<file path="src/rtl/nn_stream_pkg.sv">
// Shared types and constants for the ANN stream controller family.
// Holds the controller state encoding and the address-width helper.
package nn_stream_pkg;

  typedef enum logic [2:0] {
    IDLE,
    LOAD_W,
    LOAD_IN,
    START,
    WAIT,
    READ,
    DRAIN,
    FLUSH
  } state_e;

  localparam int DEF_DATA_W    = 128;
  localparam int DEF_WB_WORDS  = 7;
  localparam int DEF_IN_WORDS  = 4;
  localparam int DEF_OUT_WORDS = 2;
  localparam int DEF_CNT_W     = 16;

  // A depth-1 memory still needs a 1-bit address port.
  function automatic int clog2_min1(input int depth);
    return (depth <= 1) ? 1 : $clog2(depth);
  endfunction

endpackage

</file>
<file path="src/rtl/axis_skid2.sv">
// Two-entry output buffer: push lands one cycle after the BRAM read, head is presented on valid.
// Head data/last stay stable while the consumer stalls; caller must not push when full without a pop.
module axis_skid2 #(
  parameter int DATA_W = 128
) (
  input  logic              aclk,
  input  logic              aresetn,
  input  logic              push_i,
  input  logic [DATA_W-1:0] push_dat_i,
  input  logic              push_last_i,
  output logic              m_vld_o,
  output logic [DATA_W-1:0] m_dat_o,
  output logic              m_last_o,
  input  logic              m_rdy_i,
  output logic [1:0]        occ_o
);

  logic [DATA_W-1:0] dat_q [2];
  logic [1:0]        last_q;
  logic              wr_q;
  logic              rd_q;
  logic [1:0]        occ_q;
  logic              pop;

  assign pop      = (occ_q != 2'd0) && m_rdy_i;
  assign m_vld_o  = (occ_q != 2'd0);
  assign m_dat_o  = dat_q[rd_q];
  assign m_last_o = last_q[rd_q];
  assign occ_o    = occ_q;

  always_ff @(posedge aclk) begin
    if (!aresetn) begin
      wr_q   <= 1'b0;
      rd_q   <= 1'b0;
      occ_q  <= 2'd0;
      last_q <= 2'b00;
    end else begin
      if (push_i) begin
        dat_q[wr_q]  <= push_dat_i;
        last_q[wr_q] <= push_last_i;
        wr_q         <= ~wr_q;
      end
      if (pop) begin
        rd_q <= ~rd_q;
      end
      occ_q <= occ_q + {1'b0, push_i} - {1'b0, pop};
    end
  end

endmodule

</file>
<file path="src/rtl/axis_nn_stream_ctrl.sv">
// AXI-Stream front-end for the ANN core: loads weight/input BRAMs, starts the core, streams results.
// Input 1 word/cycle, START 1 cycle after the last beat; results stall without loss on m_axis_tready low.
module axis_nn_stream_ctrl
  import nn_stream_pkg::*;
#(
  parameter int DATA_W    = DEF_DATA_W,
  parameter int WB_WORDS  = DEF_WB_WORDS,
  parameter int IN_WORDS  = DEF_IN_WORDS,
  parameter int OUT_WORDS = DEF_OUT_WORDS,
  parameter int CNT_W     = DEF_CNT_W
) (
  input  logic                                aclk,
  input  logic                                aresetn,
  input  logic                                cfg_keep_weights,
  output logic                                s_axis_tready,
  input  logic [DATA_W-1:0]                   s_axis_tdata,
  input  logic                                s_axis_tvalid,
  input  logic                                s_axis_tlast,
  input  logic                                m_axis_tready,
  output logic [DATA_W-1:0]                   m_axis_tdata,
  output logic                                m_axis_tvalid,
  output logic                                m_axis_tlast,
  output logic                                nn_start,
  input  logic                                nn_ready,
  output logic                                wb_ena,
  output logic [DATA_W/8-1:0]                 wb_wea,
  output logic [clog2_min1(WB_WORDS)-1:0]     wb_addra,
  output logic [DATA_W-1:0]                   wb_dina,
  output logic                                k_ena,
  output logic [DATA_W/8-1:0]                 k_wea,
  output logic [clog2_min1(IN_WORDS)-1:0]     k_addra,
  output logic [DATA_W-1:0]                   k_dina,
  output logic                                a_enb,
  output logic [clog2_min1(OUT_WORDS)-1:0]    a_addrb,
  input  logic [DATA_W-1:0]                   a_doutb,
  output logic                                weights_valid,
  output logic [CNT_W-1:0]                    stat_pkts,
  output logic [CNT_W-1:0]                    stat_errs
);

  localparam int WB_AW  = clog2_min1(WB_WORDS);
  localparam int IN_AW  = clog2_min1(IN_WORDS);
  localparam int OUT_AW = clog2_min1(OUT_WORDS);
  localparam int MAX_WORDS = (WB_WORDS > IN_WORDS)
                           ? ((WB_WORDS > OUT_WORDS) ? WB_WORDS : OUT_WORDS)
                           : ((IN_WORDS > OUT_WORDS) ? IN_WORDS : OUT_WORDS);
  localparam int CW = clog2_min1(MAX_WORDS);
  localparam int BE_W = DATA_W / 8;
  localparam logic [CW-1:0] WB_LAST  = CW'(WB_WORDS - 1);
  localparam logic [CW-1:0] IN_LAST  = CW'(IN_WORDS - 1);
  localparam logic [CW-1:0] OUT_LAST = CW'(OUT_WORDS - 1);

  function automatic logic [CNT_W-1:0] sat_inc(input logic [CNT_W-1:0] v);
    return (v == '1) ? v : v + CNT_W'(1);
  endfunction

  state_e            state_q;
  logic [CW-1:0]     cnt_q;
  logic              tready_q;
  logic              has_w_q;
  logic              wv_q;
  logic              start_q;
  logic              wb_ena_q;
  logic [WB_AW-1:0]  wb_addr_q;
  logic [DATA_W-1:0] wb_din_q;
  logic              k_ena_q;
  logic [IN_AW-1:0]  k_addr_q;
  logic [DATA_W-1:0] k_din_q;
  logic              rd_vld_q;
  logic              rd_last_q;
  logic [CNT_W-1:0]  pkts_q;
  logic [CNT_W-1:0]  errs_q;

  logic              beat;
  logic              pop;
  logic              issue;
  logic [1:0]        occ;

  assign beat = s_axis_tvalid && tready_q;
  assign pop  = m_axis_tvalid && m_axis_tready;
  // A pop in this cycle frees a slot before the issued word can land, so a steady
  // tready stream never bubbles while at most two words are ever owed to the buffer.
  assign issue = (state_q == READ) && ((int'(occ) + int'(rd_vld_q) - int'(pop)) < 2);

  assign s_axis_tready = tready_q;
  assign nn_start      = start_q;
  assign wb_ena        = wb_ena_q;
  assign wb_wea        = {BE_W{wb_ena_q}};
  assign wb_addra      = wb_addr_q;
  assign wb_dina       = wb_din_q;
  assign k_ena         = k_ena_q;
  assign k_wea         = {BE_W{k_ena_q}};
  assign k_addra       = k_addr_q;
  assign k_dina        = k_din_q;
  assign a_enb         = issue;
  assign a_addrb       = cnt_q[OUT_AW-1:0];
  assign weights_valid = wv_q;
  assign stat_pkts     = pkts_q;
  assign stat_errs     = errs_q;

  always_ff @(posedge aclk) begin
    if (!aresetn) begin
      state_q   <= IDLE;
      cnt_q     <= '0;
      tready_q  <= 1'b0;
      has_w_q   <= 1'b0;
      wv_q      <= 1'b0;
      start_q   <= 1'b0;
      wb_ena_q  <= 1'b0;
      wb_addr_q <= '0;
      wb_din_q  <= '0;
      k_ena_q   <= 1'b0;
      k_addr_q  <= '0;
      k_din_q   <= '0;
      rd_vld_q  <= 1'b0;
      rd_last_q <= 1'b0;
      pkts_q    <= '0;
      errs_q    <= '0;
    end else begin
      wb_ena_q  <= 1'b0;
      k_ena_q   <= 1'b0;
      start_q   <= 1'b0;
      rd_vld_q  <= issue;
      rd_last_q <= issue && (cnt_q == OUT_LAST);
      case (state_q)
        IDLE: begin
          if (s_axis_tvalid) begin
            tready_q <= 1'b1;
            cnt_q    <= '0;
            if (cfg_keep_weights && wv_q) begin
              has_w_q <= 1'b0;
              state_q <= LOAD_IN;
            end else begin
              has_w_q <= 1'b1;
              state_q <= LOAD_W;
            end
          end
        end
        LOAD_W: begin
          if (beat) begin
            if (s_axis_tlast) begin
              errs_q   <= sat_inc(errs_q);
              wv_q     <= 1'b0;
              tready_q <= 1'b0;
              state_q  <= IDLE;
            end else begin
              wb_ena_q  <= 1'b1;
              wb_addr_q <= cnt_q[WB_AW-1:0];
              wb_din_q  <= s_axis_tdata;
              if (cnt_q == WB_LAST) begin
                cnt_q   <= '0;
                state_q <= LOAD_IN;
              end else begin
                cnt_q <= cnt_q + CW'(1);
              end
            end
          end
        end
        LOAD_IN: begin
          if (beat) begin
            if (s_axis_tlast && (cnt_q != IN_LAST)) begin
              errs_q   <= sat_inc(errs_q);
              tready_q <= 1'b0;
              state_q  <= IDLE;
            end else begin
              k_ena_q  <= 1'b1;
              k_addr_q <= cnt_q[IN_AW-1:0];
              k_din_q  <= s_axis_tdata;
              if (cnt_q == IN_LAST) begin
                cnt_q <= '0;
                if (s_axis_tlast) begin
                  tready_q <= 1'b0;
                  start_q  <= 1'b1;
                  state_q  <= START;
                end else begin
                  errs_q  <= sat_inc(errs_q);
                  wv_q    <= 1'b0;
                  state_q <= FLUSH;
                end
              end else begin
                cnt_q <= cnt_q + CW'(1);
              end
            end
          end
        end
        START: begin
          if (has_w_q) begin
            wv_q <= 1'b1;
          end
          state_q <= WAIT;
        end
        WAIT: begin
          if (nn_ready) begin
            state_q <= READ;
          end
        end
        READ: begin
          if (issue) begin
            if (cnt_q == OUT_LAST) begin
              cnt_q   <= '0;
              state_q <= DRAIN;
            end else begin
              cnt_q <= cnt_q + CW'(1);
            end
          end
        end
        DRAIN: begin
          if (pop && m_axis_tlast) begin
            pkts_q  <= pkts_q + CNT_W'(1);
            state_q <= IDLE;
          end
        end
        FLUSH: begin
          if (beat && s_axis_tlast) begin
            tready_q <= 1'b0;
            state_q  <= IDLE;
          end
        end
        default: state_q <= IDLE;
      endcase
    end
  end

  axis_skid2 #(
    .DATA_W (DATA_W)
  ) u_out_buf (
    .aclk        (aclk),
    .aresetn     (aresetn),
    .push_i      (rd_vld_q),
    .push_dat_i  (a_doutb),
    .push_last_i (rd_last_q),
    .m_vld_o     (m_axis_tvalid),
    .m_dat_o     (m_axis_tdata),
    .m_last_o    (m_axis_tlast),
    .m_rdy_i     (m_axis_tready),
    .occ_o       (occ)
  );

endmodule
</file>
<file path="config.mk">
export PLATFORM = sky130hd
export DESIGN_NAME = axis_nn_stream_ctrl
export DESIGN_NICKNAME = d
export VERILOG_FILES = /design/src/rtl/nn_stream_pkg.sv /design/src/rtl/axis_skid2.sv /design/src/rtl/axis_nn_stream_ctrl.sv
export SDC_FILE = /design/constraint.sdc
export NUM_CORES = 1
export LEC_CHECK = 0
export ABC_AREA = 0
export BUFFER_PORTS_ARGS = -buffer_cell sky130_fd_sc_hd__buf_4
export CAP_MARGIN = 20
export CORE_AREA = 2 2 281 283
export CTS_CLUSTER_SIZE = 8
export DETAILED_ROUTE_END_ITERATION = 8
export DIE_AREA = 0 0 283 285
export PLACE_DENSITY = 0.53
export SYNTH_ARGS = -nofsm -noshare
export SYNTH_HDL_FRONTEND = slang
export SYNTH_HIERARCHICAL = 1
export SYNTH_SLANG_ARGS = --single-unit
</file>
<file path="constraint.sdc">
create_clock -name aclk -period 9.35 [get_ports aclk]
set_input_delay 0.935 -clock aclk [delete_from_list [all_inputs] [get_ports aclk]]
set_output_delay 0.935 -clock aclk [all_outputs]
set_load 0.005 [all_outputs]
</file>
==> results of run 1 <==
through the flow:
stage	instances	hold slack [ns]	total power, mW	instance area, µm²	worst slack (ns)
CTS	3669	0.441	6.36	29700	5.17
global route	3671	0.458	6.51	29700	5.09
detailed placement	3549	0.448	3.60	27300	5.29
finish	3671	0.451	6.26	29700	5.28
floorplan	1911	0.440	3.21	21300	2.43
global placement	3549	0.443	3.59	27300	5.35
sequential cells by signal, indices dropped and copies added, names as in the netlist, 3 cells and up, named ones only:
| name | cells |
|---|---|
| cnt_q | 3 |
| k_dina | 128 |
| stat_errs | 16 |
| stat_pkts | 16 |
| state_q | 3 |
| u_out_buf/dat_q | 256 |
| wb_addra | 3 |
| wb_dina | 128 |
worst max path at each step:
| stage | end | slack (ns) | depth (start not counted) |
|---|---|---|---|
| final | m_axis_tdata[62] | 5.28 | 3 |
| after global routing | m_axis_tdata[62] | 5.09 | 3 |
| after floorplan | u_out_buf/dat_q[0][0] | 2.43 | 2 |
| after CTS | m_axis_tdata[62] | 5.17 | 3 |
| after detailed placement | u_out_buf/dat_q[0][79] | 5.29 | 5 |
| after global placement | u_out_buf/dat_q[0][3] | 5.35 | 5 |
critical path: cells and delay by family, from the launching register on:
family	cells	cell delay [ns]
buffers and inverters	2	1.00
DFF	1	0.86
muxes	1	0.46
per-layer routing:
metal | wire length [µm] | global-route usage (%)
met1 | 27800 | 19.3
met2 | 34900 | 28.8
met3 | 6710 | 6.59
met4 | 1830 | 5.66
met5 | 0 | 0
cells by family (layout without fill, tap and decap cells):
logic type                 count (synthesis)  after routing
AOI/OAI and AO/OA                        330            330
xor gates and xnor gates                  18             18
adders and majority gates                 14             14
buffers and inverters                    167            875
DFF                                      570            570
muxes                                    136            136
other                                      0              2
and+or+nand+nor                          676            676
layout by cell type (no fill, tap or decap), types with 5 or more instances in the layout:
cell type  netlist  final
a21oi_1        277    277
nor2_1          26     25
mux2i_1          6      6
nand2_1        545    545
edfxtp_1       256    256
mux2_2         130    130
nand2b_1        11     11
o21ai_0         18     18
buf_4           32    736
inv_1           18     18
and4_1           5      5
nand3_1         22     22
nor2b_1          7      7
nand4_1          7      7
and3_1           8      7
or3_1           14     12
dfxtp_1        314    313
clkbuf_1        58     28
nor3_1          11     10
ha_1            12     12
xnor2_1         14     14
clkbuf_16        0     82
area by class of cell:
type                       instances  area (µm²)  share of cell area [%]
antenna                            2        5.00                  0.0169
clock buffer                     110        2160                    7.27
clock inverter                    10         159                   0.536
inverter                          19        78.8                   0.266
multi-input combinational       1174        6440                    21.7
sequential                       570       14000                    47.1
tap                             1050        1310                    4.43
timing repair buffer             736        5530                    18.6
power by group:
group          switching (mW)  total [mW]  internal (mW)
Clock                    1.08        2.71           1.63
Combinational           0.363       0.817          0.453
Sequential             0.0832        2.73           2.65
==> results.json, run 1 <==
{
  "synth_top_area_share_pct": 36.1,
  "core-area_um2": 78000,
  "post-route-util_pct": 38.0,
  "min_from": "k_dina[53]",
  "synthSimpleGateAreaFrac_pct": 13.1,
  "grt_pass1_wl_mm": 105,
  "synth-adder-area-share_pct": 0.845,
  "fillers": 7742,
  "place_congestion": 0.875,
  "synth_mux_area_share_pct": 7.15,
  "rows": 103,
  "vias": 16700,
  "grt-ovfl-total": 0,
  "hold_viol_final": 0,
  "period_needed_ns": 4.07,
  "yosysTopAreaCell": "edfxtp_1",
  "final_nets": 2859,
  "ys_async_sr_fraction_pct": 0,
  "worst_pin_slew_ns": 1.09,
  "layout-drive-gt1-share_pct": 37.0,
  "rsz0062_at_grt": "no",
  "r2r_slack_ns": 5.84,
  "wire_per_inst_um": 19.4,
  "drc": 0,
  "antenna_found_initial": 2,
  "clkTransAtPathRegs_ns": 0.05,
  "syn-num-nets": 2187,
  "ys_warn_count": 6,
  "clock_latency_ns": 0.63,
  "finalSetupViolCount": 0,
  "required_ns": 8.42,
  "cts_setup_buffers": 0,
  "cp-end-kind": "primary output",
  "ys.flop_type": "dfxtp_1",
  "synth_compound_area_share_pct": 8.24,
  "grt_usage_pct": 16.9,
  "root_buffer": "clkbuf_16",
  "cts_tree": "done",
  "cts_resized": 0,
  "r2r_start": "cnt_q[0]",
  "timing_worst_setup_path_type": "reg -> out",
  "power_density_nw_per_um2": 211,
  "synth_area_um2": 21300,
  "drt-initial-drc-count": 905,
  "fin_crit_sh_pct": 43.5,
  "synth_commonest_cells": "nand2_1 (545), dfxtp_1 (314), a21oi_1 (277), edfxtp_1 (256), mux2_2 (130)",
  "synth_xor_area_share_pct": 0.740,
  "hold_buffers": 0,
  "ir_drop_uv": 121,
  "die_w_um": 283,
  "max-cap-violations": 0,
  "synth_area_leaders": "edfxtp_1 (36%), dfxtp_1 (29%), nand2_1 (9.6%)",
  "worst_setup_path_start_kind": "register",
  "die_h_um": 285,
  "drv_slew": 0,
  "htree_levels": 3,
  "ant_nets": 0,
  "dr.pass1.iters": 5,
  "io_buffers": 724,
  "holdPathStages": 2,
  "clock_path_buffers": 3,
  "cp_max_fo": 73,
  "initial_core_util_pct": 27.3,
  "synth_cells": 1911,
  "worstPathArrival_ns": 3.13,
  "grt_pass1_vias": 16800,
  "dpl.hpwl_mm": 50.0,
  "avgSynthCellArea_um2": 11.2,
  "synth_enable_flop_cells": 256,
  "cpPeakStageDelay_ns": 0.86,
  "netlist-cell-type-count": 56,
  "ios": 725,
  "grt_start_max_net_pins": 130,
  "hold_end": "k_dina[53]",
  "dieArea_um2": 80700,
  "reg2reg_to": "k_dina[71]",
  "r2r_cells": 8,
  "wirelength_mm": 71.2,
  "cts.sinks": 570,
  "max_freq_ghz": 0.246,
  "leakage_nw": 11.3,
  "finalClockSkew_ns": 0.0271,
  "yosysMostFrequentCell": "nand2_1",
  "synth-seq-cells": 570,
  "hp-class": "reg -> reg",
  "status": "finished clean",
  "via_per_inst": 4.55,
  "setup_tns_ns": 0,
  "path_cells": "buf_4 -> mux2_2 -> buf_4",
  "synth_top_family_by_area": "simple AND/OR/NAND/NOR gates",
  "cts-buffers-inserted": 82,
  "cpMostUsedCell": "buf_4",
  "seq_area_frac_synth_pct": 65.5,
  "slew_headroom_pct": 27.3,
  "slowest_stage": "dfxtp_4",
  "area_delta_synth_final_pct": 39.1
}
Power figures use the tool's default switching activity.
==> run 2, diff against run 1 <==
Settings changed: CORE_AREA 2 2 281 283 to 2 2 279 281, DIE_AREA 0 0 283 285 to 0 0 281 283, PLACE_DENSITY 0.53 to 0.55.
Clock period 9.35 ns to 3.3 ns, I/O delays scaled along.
==> run 2 against run 1 <==
Against the previous run:
- non-clock buffer count rose by 270
- sequential power rose to 2.8 times the previous value
- sequential cell count unchanged
- critical path depth rose by 5
- largest power group is now the clock network
- highest routed layer unchanged
==> results.json, run 2 (same netlist as run 1, synthesis figures left out) <==
{
  "status": "finished clean",
  "seq_area_um2": 14000,
  "total_power_mw": 18.2,
  "cp-end-kind": "primary output",
  "final_common_cell": "buf_4",
  "io_buffers": 724,
  "grt_usage_pct": 17.6,
  "initial_core_util_pct": 27.8,
  "cp_max_fo": 4,
  "grt_use_met1_pct": 20.2,
  "ir_drop_uv": 438,
  "power_density_nw_per_um2": 560,
  "hp-class": "in -> reg",
  "ant_nets": 0,
  "grt_start_max_net_pins": 132,
  "drv_slew": 0,
  "max_freq_ghz": 0.324,
  "worstPathArrival_ns": 2.76,
  "die_h_um": 283,
  "cts.sinks": 570,
  "rows": 102,
  "layout-drive-gt1-share_pct": 34.1,
  "clkTransAtPathRegs_ns": 0.05,
  "max-cap-violations": 0,
  "fin_crit_sh_pct": 93.6,
  "wirelength_mm": 73.1,
  "die_w_um": 281,
  "clock_path_buffers": 3,
  "dieArea_um2": 79500,
  "final_nets": 3129,
  "grt_pass1_wl_mm": 108,
  "via_per_inst": 4.52,
  "setup_tns_ns": 0,
  "path_cells": "or2_2 -> and2_1 -> ha_1 -> nand2b_1 -> fa_2 -> a22oi_2 -> nor2_1 -> buf_4",
  "area_delta_synth_final_pct": 52.5,
  "largest_reg_flops": 256,
  "root_buffer": "clkbuf_16",
  "globalRoute.busiestLayer": "met2",
  "hold_viol_final": 0,
  "drc": 0,
  "grtUsageMet3_pct": 6.34,
  "fillers": 7193,
  "slowest_stage": "fa_2",
  "timing_worst_setup_path_type": "reg -> out",
  "multi_input_area_um2": 6460,
  "grt-ovfl-total": 0,
  "r2r_cells": 10,
  "leakage_nw": 12.5,
  "vias": 17800,
  "finalClockSkew_ns": 0.0358,
  "drt-initial-drc-count": 848,
  "layout_common_cells": "buf_4 (738), nand2_1 (545), dfxtp_1 (313)",
  "period_needed_ns": 3.09,
  "cpPeakStageDelay_ns": 0.56,
  "dpl.hpwl_mm": 50.2,
  "wire_per_inst_um": 18.6,
  "worst_pin_slew_ns": 0.840,
  "slew_headroom_pct": 44.0,
  "htree_levels": 3,
  "place_congestion": 0.876,
  "rsz0062_at_grt": "no",
  "holdPathStages": 3,
  "top_register": "u_out_buf/dat_q",
  "timing.hold.ws_ns": 0.0499,
  "finalSetupViolCount": 0,
  "cts-buffers-inserted": 82,
  "dr.pass1.iters": 7,
  "clock_latency_ns": 0.60,
  "grt_pass1_vias": 18100,
  "use_met2_pct": 30.4,
  "required_ns": 2.97,
  "worst_setup_path_start_kind": "register",
  "core-area_um2": 76700,
  "ios": 725,
  "cts_tree": "done",
  "antenna_found_initial": 1
}
==> run 2: changes by cell type in the layout (fill, tap and decap cells not counted), moves of 2 or more <==
cell / previous run / this run
buf_12: 0 / 12
clkbuf_1: 28 / 35
buf_4: 736 / 738
dlygate4sd3_1: 0 / 256
==> run 2: cell type report <==
cell class                      count  share of cell area, %
Multi-Input combinational cell   1174                   19.9
Clock buffer                      118                   6.76
Inverter                           19                  0.242
Antenna cell                        1                0.00770
Sequential cell                   570                   43.0
Timing Repair Buffer             1006                   25.7
Clock inverter                      9                  0.454
Tap cell                         1040                   4.00
==> run 2: stage by stage <==
stage | util, % | cells | instance area (µm²) | setup WS (ns)
after floorplan | - | 1911 | 21300 | 0.449
after global placement | 36.0 | 3553 | 27600 | 0.325
after detailed placement | 36.0 | 3553 | 27600 | 0.379
after CTS | 42.4 | 3936 | 32500 | 0.0607
after global routing | 42.4 | 3937 | 32500 | 0.0319
final | 42.4 | 3937 | 32500 | 0.211
==> run 2: worst max-delay path, delay by kind of cell (launching register included) <==
family	cells	cell delay, ns
AO/OA/AOI/OAI	1	0.07
adder cells (fa/ha/maj)	2	0.84
buffers and inverters	1	0.13
flip-flops	1	0.33
AND/OR/NAND/NOR	4	0.79
==> run 2: where the power goes <==
group,leakage [nW],internal [mW],switching (mW)
sequential,4.83,7.49,0.187
combinational,6.49,1.56,1.19
clock,1.13,4.67,3.10
==> run 2: worst paths after layout <==
| path | start | end | slack (ns) |
|---|---|---|---|
| max | u_out_buf/occ_o[0] | a_enb | 0.21 |
| min | s_axis_tdata[0] | k_dina[0] | 0.05 |
| max reg2reg | u_out_buf/occ_o[0] | cnt_q[1] | 0.36 |
| min reg2reg | k_dina[88] | k_dina[88] | 0.45 |
==> run 2: timing repair <==
item | CTS | global route
hold buffers | 256 | 0
resized for setup | 0 | 3
setup buffers | 0 | 0
endpoints found under the hold margin | 506 | 0
endpoints found under the setup margin | 0 | 1
==> run 2: routing by layer <==
metal	share of wire (%)	vias to the layer above
met4	2.6	0
li1	-	8423
met1	39	8536
met2	49	696
met3	9.8	123
met5	0	-
==> run 3, diff against run 2 <==
Settings changed: CORE_AREA 2 2 279 281 to 2 2 281 283, CTS_BUF_LIST set to sky130_fd_sc_hd__clkbuf_4 sky130_fd_sc_hd__clkbuf_8, DIE_AREA 0 0 281 283 to 0 0 283 285, RECOVER_POWER set to 50.
==> run 3 against run 2 <==
Against the previous run:
- routed wire length grew 0.87%
- sequential share of layout area increased by 1.0 points
- power fell by 4.4%
- the run now ends with max-capacitance violations, max-slew violations left
- critical endpoint unchanged
- maximum frequency fell by 1.4%
- critical path type unchanged
==> results.json, run 3 (same netlist as run 1, synthesis figures left out) <==
{
  "hp-class": "in -> reg",
  "worst-path-stages": 9,
  "r2r_slack_ns": 0.22,
  "r2r_cells": 16,
  "reg2reg_to": "rd_last_q",
  "cts-buffers-inserted": 98,
  "fin_cells": 4037,
  "timing_worst_setup_path_type": "reg -> out",
  "cp-end-kind": "primary output",
  "largest_reg_flops": 256,
  "drc": 0,
  "initial_core_util_pct": 27.3,
  "cp_max_fo": 4,
  "critPathTopFamily": "simple AND/OR/NAND/NOR gates",
  "core-area_um2": 78000,
  "dr.pass1.iters": 5,
  "final_nets": 3177,
  "wirelength_mm": 73.7,
  "grt_pass1_wl_mm": 110,
  "via_per_inst": 4.50,
  "required_ns": 2.97,
  "dieArea_um2": 80700,
  "grt_start_max_net_pins": 156,
  "slew_headroom_pct": -55.7,
  "leakage_nw": 11.6,
  "max_freq_ghz": 0.319,
  "max-cap-violations": 1,
  "violations": "max-capacitance violations, max-slew violations",
  "period_needed_ns": 3.13,
  "die_h_um": 285,
  "drv_slew": 12,
  "finalClockSkew_ns": 0.0506,
  "rows": 103,
  "crit_buf_inv": 1,
  "ant_nets": 0,
  "grt-ovfl-total": 0,
  "wire_per_inst_um": 18.3,
  "cpPeakStageDelay_ns": 0.37,
  "drt-initial-drc-count": 990,
  "ios": 725,
  "cts.sinks": 570,
  "vias": 18100,
  "die_w_um": 283,
  "final_common_cell": "nand2_1",
  "worst_setup_path_start_kind": "register",
  "min_from": "m_axis_tready",
  "status": "finished with violations",
  "hold_viol_final": 0,
  "finalSetupViolCount": 0,
  "dp.cells": 3584,
  "root_buffer": "clkbuf_8",
  "slowest_stage": "fa_2",
  "cts_tree": "done",
  "power_density_nw_per_um2": 548,
  "timing.hold.ws_ns": 0.114,
  "path_cells": "or2_4 -> and2_4 -> ha_1 -> nand2b_1 -> fa_2 -> xnor2_2 -> a22oi_2 -> nor2_1 -> buf_4",
  "antenna_found_initial": 2,
  "fin_crit_sh_pct": 95.0,
  "layout_common_cells": "nand2_1 (545), buf_4 (335), dfxtp_1 (313)",
  "r2r_start": "u_out_buf/occ_o[0]",
  "grt_pass1_vias": 18200,
  "layout-drive-gt1-share_pct": 29.2,
  "io_buffers": 724,
  "clock_latency_ns": 0.69,
  "clkTransAtPathRegs_ns": 0.06,
  "dpl.hpwl_mm": 51.5,
  "worst_pin_slew_ns": 2.33,
  "ir_drop_uv": 361,
  "worstPathArrival_ns": 2.80,
  "htree_levels": 3,
  "top_register": "u_out_buf/dat_q",
  "clock_path_buffers": 3,
  "grt_usage_pct": 17.6,
  "holdPathStages": 4,
  "place_congestion": 0.874,
  "area_delta_synth_final_pct": 48.9
}
-- run 3: what timing repair did --
action / CTS / global route
endpoints found under the hold margin: 529 / 0
hold buffers: 260 / 0
buffers inserted: 7 / 0
resized for setup: 4 / 2
pin swaps: 3 / 1
setup endpoints to repair: 1 / 2
-- run 3: layout make-up --
class / count / area (µm²)
well taps: 1050 / 1310
clock buffers: 156 / 1920
repair buffers: 1038 / 7780
inverters: 19 / 78.8
diodes: 2 / 5.00
fillers: 7590 / 46200
flip-flops and latches: 570 / 14000
clock inverters: 28 / 216
multi-input cells: 1174 / 6460
-- run 3: report_power, final --
group	total, mW	internal, mW	switching, mW
clock	6.78	3.79	2.98
sequential	7.68	7.48	0.195
combinational	2.95	1.70	1.25
total	17.4	13.0	4.42
-- run 3: how the worst max path moves through the flow --
| stage | from | end |
|---|---|---|
| finish | u_out_buf/occ_o[0] | a_enb |
| global route | u_out_buf/occ_o[0] | a_enb |
| CTS | u_out_buf/occ_o[0] | a_enb |
| detailed placement | u_out_buf/occ_o[0] | cnt_q[2] |
| global placement | u_out_buf/occ_o[0] | cnt_q[1] |
| floorplan | rd_vld_q | u_out_buf/dat_q[0][0] |
-- run 3: per-layer routing --
| layer | global-route usage, % | part of all wire (%) | wire length (µm) | vias to the layer above |
|---|---|---|---|---|
| met4 | 6.13 | 2.8 | 2090 | 0 |
| met1 | 20.4 | 39 | 28800 | 8681 |
| li1 | - | - | - | 8546 |
| met3 | 5.81 | 8.5 | 6290 | 130 |
| met2 | 30.3 | 50 | 36500 | 792 |
| met5 | 0 | 0 | 0 | - |
-- run 3: through the flow --
stage | worst slack [ns] | util [%] | power [mW] | TNS [ns] | area [µm²]
2_1_floorplan | 0.449 | - | 9.09 | 0 | 21300
3_3_place_gp | 0.294 | 35.6 | 10.3 | 0 | 27800
3_5_place_dp | 0.324 | 35.7 | 10.3 | 0 | 27800
4_1_cts | 0.00533 | 41.8 | 17.7 | 0 | 32600
5_1_grt | -0.000281 | 40.7 | 18.2 | -0.000281 | 31700
6_report | 0.166 | 40.7 | 17.4 | 0 | 31700
-- run 3: worst reg2reg max path: stages (launching register included) --
cell	delay, ns
dfxtp_1	0.33
or2_4	0.27
and2_4	0.17
ha_1	0.28
nand2b_1	0.16
fa_2	0.37
xnor2_2	0.20
a22oi_2	0.08
buf_4	0.14
buf_4	0.12
buf_4	0.12
buf_4	0.12
buf_4	0.12
buf_4	0.12
buf_4	0.12
nor3_2	0.13
and3_1	0.19
